`src/rtl/adc_seq_pkg.sv`:
```
// Shared types and constants for the ADC scan sequencer.
// Holds the sequencer state encoding, scan-table field positions and converter channel selections.
package adc_seq_pkg;

    typedef enum logic [2:0] {
        ST_IDLE,
        ST_WAIT_TICK,
        ST_ISSUE,
        ST_WAIT_DATA,
        ST_NEXT
    } seq_state_t;

    localparam int CHOICE_MSB = 15;
    localparam int CHOICE_LSB = 14;
    localparam int WREG_MSB   = 13;

    localparam logic [1:0] CH_BOTH0 = 2'd0;
    localparam logic [1:0] CH1      = 2'd1;
    localparam logic [1:0] CH2      = 2'd2;
    localparam logic [1:0] CH_BOTH3 = 2'd3;

    // Both-channel selections return two words; single-channel selections return one.
    function automatic logic [1:0] words_expected(input logic [1:0] choice);
        case (choice)
            CH_BOTH0, CH_BOTH3: words_expected = 2'd2;
            CH1, CH2:           words_expected = 2'd1;
            default:            words_expected = 2'd2;
        endcase
    endfunction

endpackage

```
`src/rtl/adc_seq_tick_gen.sv`:
```
// Free-running scan period generator.
// Produces a one-cycle tick every PERIOD_CYCLES clocks.
module adc_seq_tick_gen #(
    parameter int PERIOD_CYCLES = 12000
) (
    input  logic clk,
    input  logic rst,
    output logic tick
);
    localparam int CW = $clog2(PERIOD_CYCLES);
    localparam logic [CW-1:0] LAST = CW'(PERIOD_CYCLES - 1);

    logic [CW-1:0] count;

    assign tick = (count == LAST);

    always_ff @(posedge clk or posedge rst) begin
        if (rst)       count <= '0;
        else if (tick) count <= '0;
        else           count <= count + 1'b1;
    end
endmodule

```
`src/rtl/adc_scan_sequencer.sv`:
```
// Scan scheduler in front of one adc045 converter: walks the scan table once per
// period tick, strobes sync per entry and returns tagged results on a 1-deep valid/ready register.
//
//   state        | meaning
//   ST_IDLE      | scanning disabled
//   ST_WAIT_TICK | armed, waiting for the next period tick
//   ST_ISSUE     | load converter command for entry idx, start sync pulse
//   ST_WAIT_DATA | collecting result words for entry idx, timeout running
//   ST_NEXT      | advance to next entry or finish the scan
module adc_scan_sequencer
    import adc_seq_pkg::*;
#(
    parameter int PERIOD_CYCLES  = 12000,
    parameter int SYNC_HOLD      = 8,
    parameter int TIMEOUT_CYCLES = 60000
) (
    input  logic        clk,
    input  logic        rst,
    input  logic        enable,
    input  logic        cfg_we,
    input  logic [1:0]  cfg_addr,
    input  logic [15:0] cfg_data,
    input  logic [1:0]  cfg_count,
    input  logic        clear_status,
    output logic        adc_sync,
    output logic [13:0] adc_wreg,
    output logic [1:0]  adc_channel_choice,
    input  logic        adc_busy,
    input  logic [23:0] adc_data,
    input  logic        adc_channel,
    input  logic        adc_rd_en,
    output logic        res_valid,
    input  logic        res_ready,
    output logic [23:0] res_data,
    output logic [1:0]  res_index,
    output logic        res_channel,
    output logic        scan_done,
    output logic        overrun,
    output logic        timeout,
    output logic        scan_late
);
    localparam int SW = $clog2(SYNC_HOLD);
    localparam int TW = $clog2(TIMEOUT_CYCLES);
    localparam logic [SW-1:0] SYNC_LOAD = SW'(SYNC_HOLD - 1);
    localparam logic [TW-1:0] TMO_LOAD  = TW'(TIMEOUT_CYCLES - 1);

    seq_state_t    state, state_nxt;
    logic          tick;
    logic [15:0]   scan_table [4];
    logic [1:0]    idx, last_idx;
    logic [1:0]    word_cnt, words_exp;
    logic [SW-1:0] sync_cnt;
    logic [TW-1:0] tmo_cnt;
    logic          do_issue, do_done, tmo_hit;
    logic          capture, pop, late_evt;
    logic          unused_busy;

    // Completion is inferred from rd_en counts alone; busy is not needed.
    assign unused_busy = adc_busy;

    adc_seq_tick_gen #(.PERIOD_CYCLES(PERIOD_CYCLES)) u_tick_gen (
        .clk  (clk),
        .rst  (rst),
        .tick (tick)
    );

    assign capture  = adc_rd_en && (state == ST_WAIT_DATA) && (word_cnt != words_exp);
    assign pop      = res_valid && res_ready;
    assign late_evt = tick && (state != ST_IDLE) && (state != ST_WAIT_TICK);

    always_comb begin
        state_nxt = state;
        do_issue  = 1'b0;
        do_done   = 1'b0;
        tmo_hit   = 1'b0;
        case (state)
            ST_IDLE: begin
                if (enable) state_nxt = ST_WAIT_TICK;
            end
            ST_WAIT_TICK: begin
                if (tick)         state_nxt = ST_ISSUE;
                else if (!enable) state_nxt = ST_IDLE;
            end
            ST_ISSUE: begin
                do_issue  = 1'b1;
                state_nxt = ST_WAIT_DATA;
            end
            ST_WAIT_DATA: begin
                if (word_cnt == words_exp) begin
                    state_nxt = ST_NEXT;
                end else if (tmo_cnt == '0) begin
                    tmo_hit   = 1'b1;
                    state_nxt = ST_NEXT;
                end
            end
            ST_NEXT: begin
                if (idx < last_idx) begin
                    state_nxt = ST_ISSUE;
                end else begin
                    do_done   = 1'b1;
                    state_nxt = enable ? ST_WAIT_TICK : ST_IDLE;
                end
            end
            default: state_nxt = ST_IDLE;
        endcase
    end

    always_ff @(posedge clk or posedge rst) begin
        if (rst) state <= ST_IDLE;
        else     state <= state_nxt;
    end

    always_ff @(posedge clk or posedge rst) begin
        if (rst) begin
            for (int i = 0; i < 4; i++) scan_table[i] <= '0;
        end else if (cfg_we) begin
            scan_table[cfg_addr] <= cfg_data;
        end
    end

    always_ff @(posedge clk or posedge rst) begin
        if (rst) begin
            idx                <= '0;
            last_idx           <= '0;
            adc_sync           <= 1'b0;
            adc_wreg           <= '0;
            adc_channel_choice <= '0;
            words_exp          <= '0;
            word_cnt           <= '0;
            sync_cnt           <= '0;
            tmo_cnt            <= '0;
            scan_done          <= 1'b0;
        end else begin
            scan_done <= do_done;
            if (state == ST_WAIT_TICK && tick) begin
                idx      <= '0;
                last_idx <= cfg_count;
            end else if (state == ST_NEXT && idx < last_idx) begin
                idx <= idx + 1'b1;
            end
            if (do_issue) begin
                adc_wreg           <= scan_table[idx][WREG_MSB:0];
                adc_channel_choice <= scan_table[idx][CHOICE_MSB:CHOICE_LSB];
                words_exp          <= words_expected(scan_table[idx][CHOICE_MSB:CHOICE_LSB]);
                adc_sync           <= 1'b1;
                sync_cnt           <= SYNC_LOAD;
                word_cnt           <= '0;
                tmo_cnt            <= TMO_LOAD;
            end else begin
                if (adc_sync) begin
                    if (sync_cnt == '0) adc_sync <= 1'b0;
                    else                sync_cnt <= sync_cnt - 1'b1;
                end
                if (state == ST_WAIT_DATA && tmo_cnt != '0) tmo_cnt <= tmo_cnt - 1'b1;
                if (capture) word_cnt <= word_cnt + 1'b1;
            end
        end
    end

    // A capture always wins over a pop: the new word replaces whatever was held.
    always_ff @(posedge clk or posedge rst) begin
        if (rst) begin
            res_valid   <= 1'b0;
            res_data    <= '0;
            res_index   <= '0;
            res_channel <= 1'b0;
        end else if (capture) begin
            res_valid   <= 1'b1;
            res_data    <= adc_data;
            res_index   <= idx;
            res_channel <= adc_channel;
        end else if (pop) begin
            res_valid <= 1'b0;
        end
    end

    always_ff @(posedge clk or posedge rst) begin
        if (rst) begin
            overrun   <= 1'b0;
            timeout   <= 1'b0;
            scan_late <= 1'b0;
        end else begin
            if (capture && res_valid && !res_ready) overrun <= 1'b1;
            else if (clear_status)                  overrun <= 1'b0;
            if (tmo_hit)           timeout <= 1'b1;
            else if (clear_status) timeout <= 1'b0;
            if (late_evt)          scan_late <= 1'b1;
            else if (clear_status) scan_late <= 1'b0;
        end
    end
endmodule

```
`config.mk`:
```
export PLATFORM = sky130hd
export DESIGN_NAME = adc_scan_sequencer
export DESIGN_NICKNAME = d
export VERILOG_FILES = /design/src/rtl/adc_seq_pkg.sv /design/src/rtl/adc_seq_tick_gen.sv /design/src/rtl/adc_scan_sequencer.sv
export SDC_FILE = /design/constraint.sdc
export NUM_CORES = 1
export LEC_CHECK = 0
export CAP_MARGIN = 20
export CORE_UTILIZATION = 58
export CTS_CLUSTER_SIZE = 30
export DETAILED_ROUTE_END_ITERATION = 16
export HOLD_SLACK_MARGIN = 0.03
export PLACE_DENSITY = 0.92
export SLEW_MARGIN = 20
export SYNTH_ARGS = -nofsm -noshare
export SYNTH_HDL_FRONTEND = slang
export SYNTH_SLANG_ARGS = --single-unit
```
`constraint.sdc`:
```
create_clock -name clk -period 10.15 [get_ports clk]
set_input_delay 2.03 -clock clk [delete_from_list [all_inputs] [get_ports clk]]
set_output_delay 2.03 -clock clk [all_outputs]
set_load 0.03 [all_outputs]
```
==> results.md <==
- Post-layout minimum cycle time: 3540 ps
- Vertical extent of the die: 111 um
- Ratio of cells with drive above 1 in the final layout: 0.244
- Count of state elements after synthesis: 157
- First-pass GRT wire length: 26,400 um
- Startpoint types: flip-flop
- Antenna violations before repair: 0
- Row count: 39
- Count of buffers inserted at the top-level ports: 100
- Placed instance area: approximately 8000 um2
- Post_cts resized: 0
- Distinct cells, synth: 49
- Most common library cells after synthesis: sky130_fd_sc_hd__dfrtp_1 (157), sky130_fd_sc_hd__mux2_2 (96), sky130_fd_sc_hd__nand2_1 (74)
- Number of primary I/O pins: 102
- Number of inserted diodes: 0
- Clock transition at path regs: 60 ps
- Final-layout fill cell count: roughly 610
- WL per Instance: 20.5 um
- Crit Path Category: flip-flop to output port
- Final setup vio count: 0
- Data required time at the worst endpoint: about 8000 ps
- RD Place Congestion: 0.807
- Number of H-tree levels: 4
- Endpoint class of the critical path: output port
- Master cell of the clock root buffer: sky130_fd_sc_hd__clkbuf_16
- Max IR drop VDD: 0.135 mV
- Die footprint: around 12,000 um2
- Cell family with most CP delay: buffers and inverters
- Main flop type after synthesis: sky130_fd_sc_hd__dfrtp_1
- Register area share after synthesis: 0.572
- Post-Route Hold Slack: 480 ps
- Unrepaired setup endpoints after global routing: false
- Insertion delay of the later-clocked pin in the worst-skew pair: about 420 ps
- Cell type contributing the most total cell area after synthesis: sky130_fd_sc_hd__dfrtp_1
- Vias: 4,828
- Portion of the clock cycle consumed by the worst path in the final layout: 0.349
- P&R area growth vs syn: 25.8%
- Fraction of registers with async set or reset after synthesis: 1.00
- Final net count: 697
- WP buf/inv: 1
- Max cap viols: 0
- Syn_nets: 595
- Number of buffers inserted during clock tree synthesis: 17
- Critical path data arrival time: between 1500 and 2000 ps
- Pin count of the biggest net entering global routing: 85
- DRT Wirelength: 16,300 um
- Longest individual stage delay on the worst path: 720 ps
- Summed instance area of the synthesized netlist: approximately 7000 um2
- Hold Violations, Final: 0
- Post-Synthesis Mean Instance Area: 12.8 um2
- Worst Skew: slightly below 8 ps
- Overall die width: around 110 um
- Number of sinks on the clock net: between 150 and 200
- Outcome: finished clean
- Total global routing track utilization: 0.277
- Number of buffers on the longest clock path: 2
- Setup Buffers After CTS: 0
- Most numerous cell in the Yosys netlist: sky130_fd_sc_hd__dfrtp_1
- Top post-synthesis cells by area: sky130_fd_sc_hd__dfrtp_1 (57%), sky130_fd_sc_hd__mux2_2 (16%), sky130_fd_sc_hd__mux4_2 (4.6%)
- Cell leakage power: 0.00393 uW
- Power Density: 174 nW/um2
- TritonCTS clock tree: done
- Fmax: 283 MHz
- Vias in the first global route: 5,276
- Vias per cell: 6.08
- Post-layout instance area: between 8000 and 9000 um2
- Measured slew at the worst slew-check pin: approximately 1100 ps
- Worst max-slew margin expressed relative to the limit: 0.288
- Combined flip-flop and latch cell area: just under 4000 um2
- Starting density of the core: 0.599
- Number of instances in the synthesized netlist: 537
- Area of the multi-input gates: 2820 um2
- Detailed-router iteration count before antenna repair: 5
- First DRT Iteration DRCs: 309
- Post-DP HPWL: 9740 um
- Post-detailed-route count of antenna-violating nets: 0
- Max-slew violation total from the final report: 0
- Fraction of post-synthesis cell area in the top cell type by area: 0.572
- Cts hold-fix bufs: 0
- Total negative slack: 0 ps
- Core area: approximately 11,000 um2
- Cell at the slowest stage of the critical path: sky130_fd_sc_hd__clkdlybuf4s50_1
- DRC errors left: 0
- Crit Path Max Fanout: 2
- Number of warnings issued by yosys: 0
- Crit path cell chain: clkdlybuf4s50_1
- EDFF count, synth: 0
- Core occupancy in the finished layout: 0.753
- GRT overflow: 0
- Path class of the lowest-slack min-delay path: flip-flop to flip-flop
## metal layers
metal / part of all wire / wire (um) / global-route usage / up-vias
li1: - / - / - / 2093
met1: 0.37 / 6110 / 0.305 / 2515
met2: 0.55 / 8970 / 0.504 / 172
met3: 0.048 / 785 / 0.0705 / 48
met4: 0.027 / 436 / 0.123 / 0
met5: 0 / 0 / 0 / -
## cell usage in the layout, fill, tap and decap left out, types with 2 or more instances in the layout
cell type / synthesis / routed
sky130_fd_sc_hd__nor2b_1: 5 / 4
sky130_fd_sc_hd__nor4_4: 1 / 2
sky130_fd_sc_hd__nor2_1: 22 / 22
sky130_fd_sc_hd__buf_4: 0 / 4
sky130_fd_sc_hd__a211oi_1: 2 / 2
sky130_fd_sc_hd__or3_1: 3 / 3
sky130_fd_sc_hd__nor3_1: 4 / 4
sky130_fd_sc_hd__clkbuf_8: 0 / 2
sky130_fd_sc_hd__clkinv_2: 0 / 3
sky130_fd_sc_hd__xor2_1: 17 / 17
sky130_fd_sc_hd__nand4b_1: 2 / 2
sky130_fd_sc_hd__nand4_1: 5 / 5
sky130_fd_sc_hd__clkinvlp_4: 0 / 3
sky130_fd_sc_hd__clkbuf_16: 0 / 17
sky130_fd_sc_hd__and3_1: 4 / 4
sky130_fd_sc_hd__mux4_2: 14 / 14
sky130_fd_sc_hd__nor4_1: 2 / 2
sky130_fd_sc_hd__ha_1: 5 / 5
sky130_fd_sc_hd__nand3b_1: 5 / 5
sky130_fd_sc_hd__mux2_2: 96 / 96
sky130_fd_sc_hd__xnor2_1: 9 / 9
sky130_fd_sc_hd__and4_1: 2 / 2
sky130_fd_sc_hd__nand2_1: 74 / 74
sky130_fd_sc_hd__clkdlybuf4s50_1: 0 / 100
sky130_fd_sc_hd__dfrtp_1: 157 / 157
sky130_fd_sc_hd__bufinv_16: 0 / 4
sky130_fd_sc_hd__o21ai_0: 17 / 17
sky130_fd_sc_hd__nand3_1: 12 / 12
sky130_fd_sc_hd__a21oi_1: 10 / 10
sky130_fd_sc_hd__o31ai_1: 2 / 2
sky130_fd_sc_hd__mux2i_1: 3 / 3
sky130_fd_sc_hd__nor3b_1: 2 / 2
sky130_fd_sc_hd__or4_1: 2 / 2
sky130_fd_sc_hd__inv_1: 11 / 10
sky130_fd_sc_hd__nand2b_1: 5 / 5
sky130_fd_sc_hd__o211ai_1: 4 / 4
## flip-flops by register name, summed over array words and instances, names as in the netlist, 2 cells and up
signal and flops:
res_data 24, words_exp 2, tmo_cnt 16, last_idx 2, adc_channel_choice 2, scan_table 64, adc_wreg 14, res_index 2
idx 2, word_cnt 2, sync_cnt 3, u_tick_gen.count 14, state 3
## cell type report
cell class | count | area share
sequential | 157 | 0.455
multi-input combinational | 347 | 0.326
timing repair buffer | 105 | 0.121
clock buffer | 20 | 0.0529
tap | 143 | 0.0207
clock inverter | 11 | 0.0193
inverter | 11 | 0.00536
## power by group
part | internal, uW | switching (uW)
clock network | 422 | 249
logic | 76.7 | 49.2
registers | 676 | 31.7
## stage by stage
| stage | worst slack [ps] | std cells | power, uW |
|---|---|---|---|
| floorplan | 3890 | 537 | 788 |
| global placement | 6130 | 763 | 821 |
| detailed placement | 6040 | 763 | 838 |
| CTS | 6480 | 794 | 1510 |
| global route | 6540 | 794 | 1540 |
| finish | 6610 | 794 | 1500 |
## kinds of logic (layout without fill, tap and decap cells)
kind of cell	Yosys count	after routing	synth area share
AOI/OAI and AO/OA	42	42	0.0375
xor gates and xnor gates	26	26	0.0332
adders and majority gates	5	5	0.00911
buffers and inverters	33	147	0.0193
DFF	157	157	0.572
muxes	113	113	0.208
and+or+nand+nor	161	161	0.121
## worst paths after layout
| path | to | startpoint | slack (ps) | cells after the start |
|---|---|---|---|---|
| worst max-delay path | res_data[20] | res_data[20]$_DFFE_PP0P_ | 6610 | 1 |
| worst min-delay path | adc_wreg[11]$_DFFE_PP0P_ | adc_wreg[11]$_DFFE_PP0P_ | 480 | 2 |
| worst max register to register | tmo_cnt[7]$_DFFE_PP0P_ | tmo_cnt[3]$_DFFE_PP0P_ | 7630 | 5 |
| worst min register to register | adc_wreg[11]$_DFFE_PP0P_ | adc_wreg[11]$_DFFE_PP0P_ | 480 | 2 |
| max in group asynchronous | res_data[21]$_DFFE_PP0P_ | rst | 6850 | 3 |
| min in group asynchronous | res_data[16]$_DFFE_PP0P_ | rst | 2070 | 2 |
(Power assumes the default switching activity.)
==> patch (same flow settings) <==
Reset style: synchronous (`rst`), changed in 6 clocked blocks.
--- a/src/rtl/adc_seq_tick_gen.sv
+++ b/src/rtl/adc_seq_tick_gen.sv
@@ -14,7 +14,7 @@
 
     assign tick = (count == LAST);
 
-    always_ff @(posedge clk or posedge rst) begin
+    always_ff @(posedge clk) begin
         if (rst)       count <= '0;
         else if (tick) count <= '0;
         else           count <= count + 1'b1;
--- a/src/rtl/adc_scan_sequencer.sv
+++ b/src/rtl/adc_scan_sequencer.sv
@@ -105,12 +105,12 @@
         endcase
     end
 
-    always_ff @(posedge clk or posedge rst) begin
+    always_ff @(posedge clk) begin
         if (rst) state <= ST_IDLE;
         else     state <= state_nxt;
     end
 
-    always_ff @(posedge clk or posedge rst) begin
+    always_ff @(posedge clk) begin
         if (rst) begin
             for (int i = 0; i < 4; i++) scan_table[i] <= '0;
         end else if (cfg_we) begin
@@ -118,7 +118,7 @@
         end
     end
 
-    always_ff @(posedge clk or posedge rst) begin
+    always_ff @(posedge clk) begin
         if (rst) begin
             idx                <= '0;
             last_idx           <= '0;
@@ -158,7 +158,7 @@
     end
 
     // A capture always wins over a pop: the new word replaces whatever was held.
-    always_ff @(posedge clk or posedge rst) begin
+    always_ff @(posedge clk) begin
         if (rst) begin
             res_valid   <= 1'b0;
             res_data    <= '0;
@@ -174,7 +174,7 @@
         end
     end
 
-    always_ff @(posedge clk or posedge rst) begin
+    always_ff @(posedge clk) begin
         if (rst) begin
             overrun   <= 1'b0;
             timeout   <= 1'b0;
Behaviour: no difference found for any inputs over 10 cycles, from zero or initial values and one cycle with rst high; that may be too few to reach the edited logic, so the function may still have changed.
==> patch against the unedited design <==
Setup slack got worse by 0.49 ns. Synthesized area decreased by 4.3%. Routed wire length decreased by 11%. Core utilization increased by 0.32 points. Non-clock buffer count unchanged. Design area decreased by 4.2%. Maximum frequency decreased by 12%. Sequential cell count increased by 2. Critical path type is now primary input to register.
Power is not compared: it rests on default switching activity, and its combinational part moved more than twofold at a synthesized area within 25%.
==> patch: results (changes against the unedited design) <==
Worst R2R Start tmo_cnt[0]$_SDFFE_PP0P_; Post-synth top cells nand2_1, dfxtp_1, and2_1, edfxtp_1, a21oi_1; Top delay family on crit path simple AND/OR/NAND/NOR gates; reg2reg end tmo_cnt[0]$_SDFFE_PP0P_; number of flops mapped to enable cells by yosys 64 (+64); post-synthesis compound-gate area fraction 0.0746 (+0.0371); wire per inst 16.8 um (-18%); Worst VDD drop roughly 0.11 mV; global-route wire length before repair 23.1 mm (-12%); outcome complete, no violations; slowest stage delay, CP 0.94 ns (+0.22 ns); vias in the first global route 5021 (-4.8%); largest net degree at the start of global routing 81 (-4.7%); mux cell area share after synthesis 0.0563 (-0.151); FILL cells 690 (+14%); Unique masters post-synth 46 (-6.1%); layout cells sized above 1 0.0929 (-0.151); Seq/Total Area, Yosys 0.582 (+0.00971); Mapped Nets 675 (+13%); routability congestion estimate 0.811 (+0.53%); Reg2Reg Setup Slack 7.76 ns (+0.13 ns); Primary FF master, synth dfxtp_1; Hold Startpoint res_data[1]$_SDFFE_PP0P_; GRT Util Overall 0.260 (-0.0173); CP max stage cell nor2b_1; HPWL after DPL 9.06 mm (-7.0%); Diodes inserted 0 (unchanged); Worst Skew 0.00797 ns (+0.0000590 ns); first drt pass iteration count 8 (+3); critical path arrival 4.32 ns (+2.81 ns); root buffer cell clkbuf_16; fin nets 766 (+9.9%); worst relative slew slack 0.276 (-0.0117); hold endpoint res_data[1]$_SDFFE_PP0P_; initial drt markers 308 (-0.32%); largest cells by area after synthesis edfxtp_1, dfxtp_1, and2_1, nand2_1, mux4_2; Post-Synth Adder-Cell Area 0.00952 (+0.000409); vias per cell 5.73 (-5.8%)
-- patch: changes by cell type after synthesis, moves of 4 or more --
| cell | unedited run | this run |
|---|---|---|
| nor2_1 | 22 | 40 |
| dfxtp_1 | 0 | 95 |
| buf_2 | 7 | 2 |
| a211oi_1 | 2 | 8 |
| clkbuf_1 | 13 | 28 |
| edfxtp_1 | 0 | 64 |
| a21oi_1 | 10 | 60 |
| o21ai_0 | 17 | 3 |
| mux2_2 | 96 | 0 |
| nand2_1 | 74 | 99 |
| nor3_1 | 4 | 15 |
| and2_1 | 0 | 64 |
| dfrtp_1 | 157 | 0 |
| o211ai_1 | 4 | 0 |
-- patch: metal layers --
metal | part of all wire | vias to the layer above | wire [um] | track usage
met3 | 0.059 | 20 | 857 | 0.0518
met4 | 0.018 | 0 | 259 | 0.113
li1 | - | 2329 | - | -
met2 | 0.54 | 188 | 7880 | 0.478
met5 | 0 | - | 0 | 0
met1 | 0.38 | 2395 | 5500 | 0.290
-- patch: metrics by stage --
stage | power [mW] | hold WS, ns | setup WS, ns | instance area (sq um) | instances
final | 1.39 | 0.453 | 6.12 | 8270 | 861
after global routing | 1.43 | 0.480 | 6.03 | 8270 | 861
after CTS | 1.39 | 0.454 | 6.19 | 8260 | 860
after detailed placement | 0.762 | 0.445 | 5.76 | 7660 | 828
after global placement | 0.758 | 0.441 | 5.85 | 7660 | 828
after floorplan | 0.730 | 0.430 | 6.80 | 6570 | 617
-- patch: power groups by stage --
stage | Clock [mW] | Sequential (mW) | Combinational [mW]
after floorplan | 0 | 0.703 | 0.0273
after global placement | 0 | 0.704 | 0.0535
after detailed placement | 0 | 0.707 | 0.0554
after CTS | 0.644 | 0.694 | 0.0563
after global routing | 0.673 | 0.695 | 0.0611
final | 0.638 | 0.694 | 0.0564
-- patch: worst max path at each step --
stage,startpoint,endpoint,slack (ns),depth (start not counted)
final,rst,scan_table[2][14]$_SDFFCE_PN0P_,6.12,5
after global routing,rst,scan_table[2][2]$_SDFFCE_PN0P_,6.03,5
after CTS,rst,scan_table[2][14]$_SDFFCE_PN0P_,6.19,5
after detailed placement,rst,scan_table[2][11]$_SDFFCE_PN0P_,5.76,5
after global placement,rst,scan_table[2][6]$_SDFFCE_PN0P_,5.85,5
after floorplan,rst,scan_table[0][0]$_SDFFCE_PN0P_,6.80,4
-- patch: layout make-up --
cell class	count	area (sq um)	share of cell area
Sequential cell	159	3820	0.462
Multi-Input combinational cell	413	2590	0.313
Timing Repair Buffer	105	1040	0.125
Clock buffer	23	493	0.0596
Tap cell	140	175	0.0212
Clock inverter	9	104	0.0126
Inverter	12	45.0	0.00545
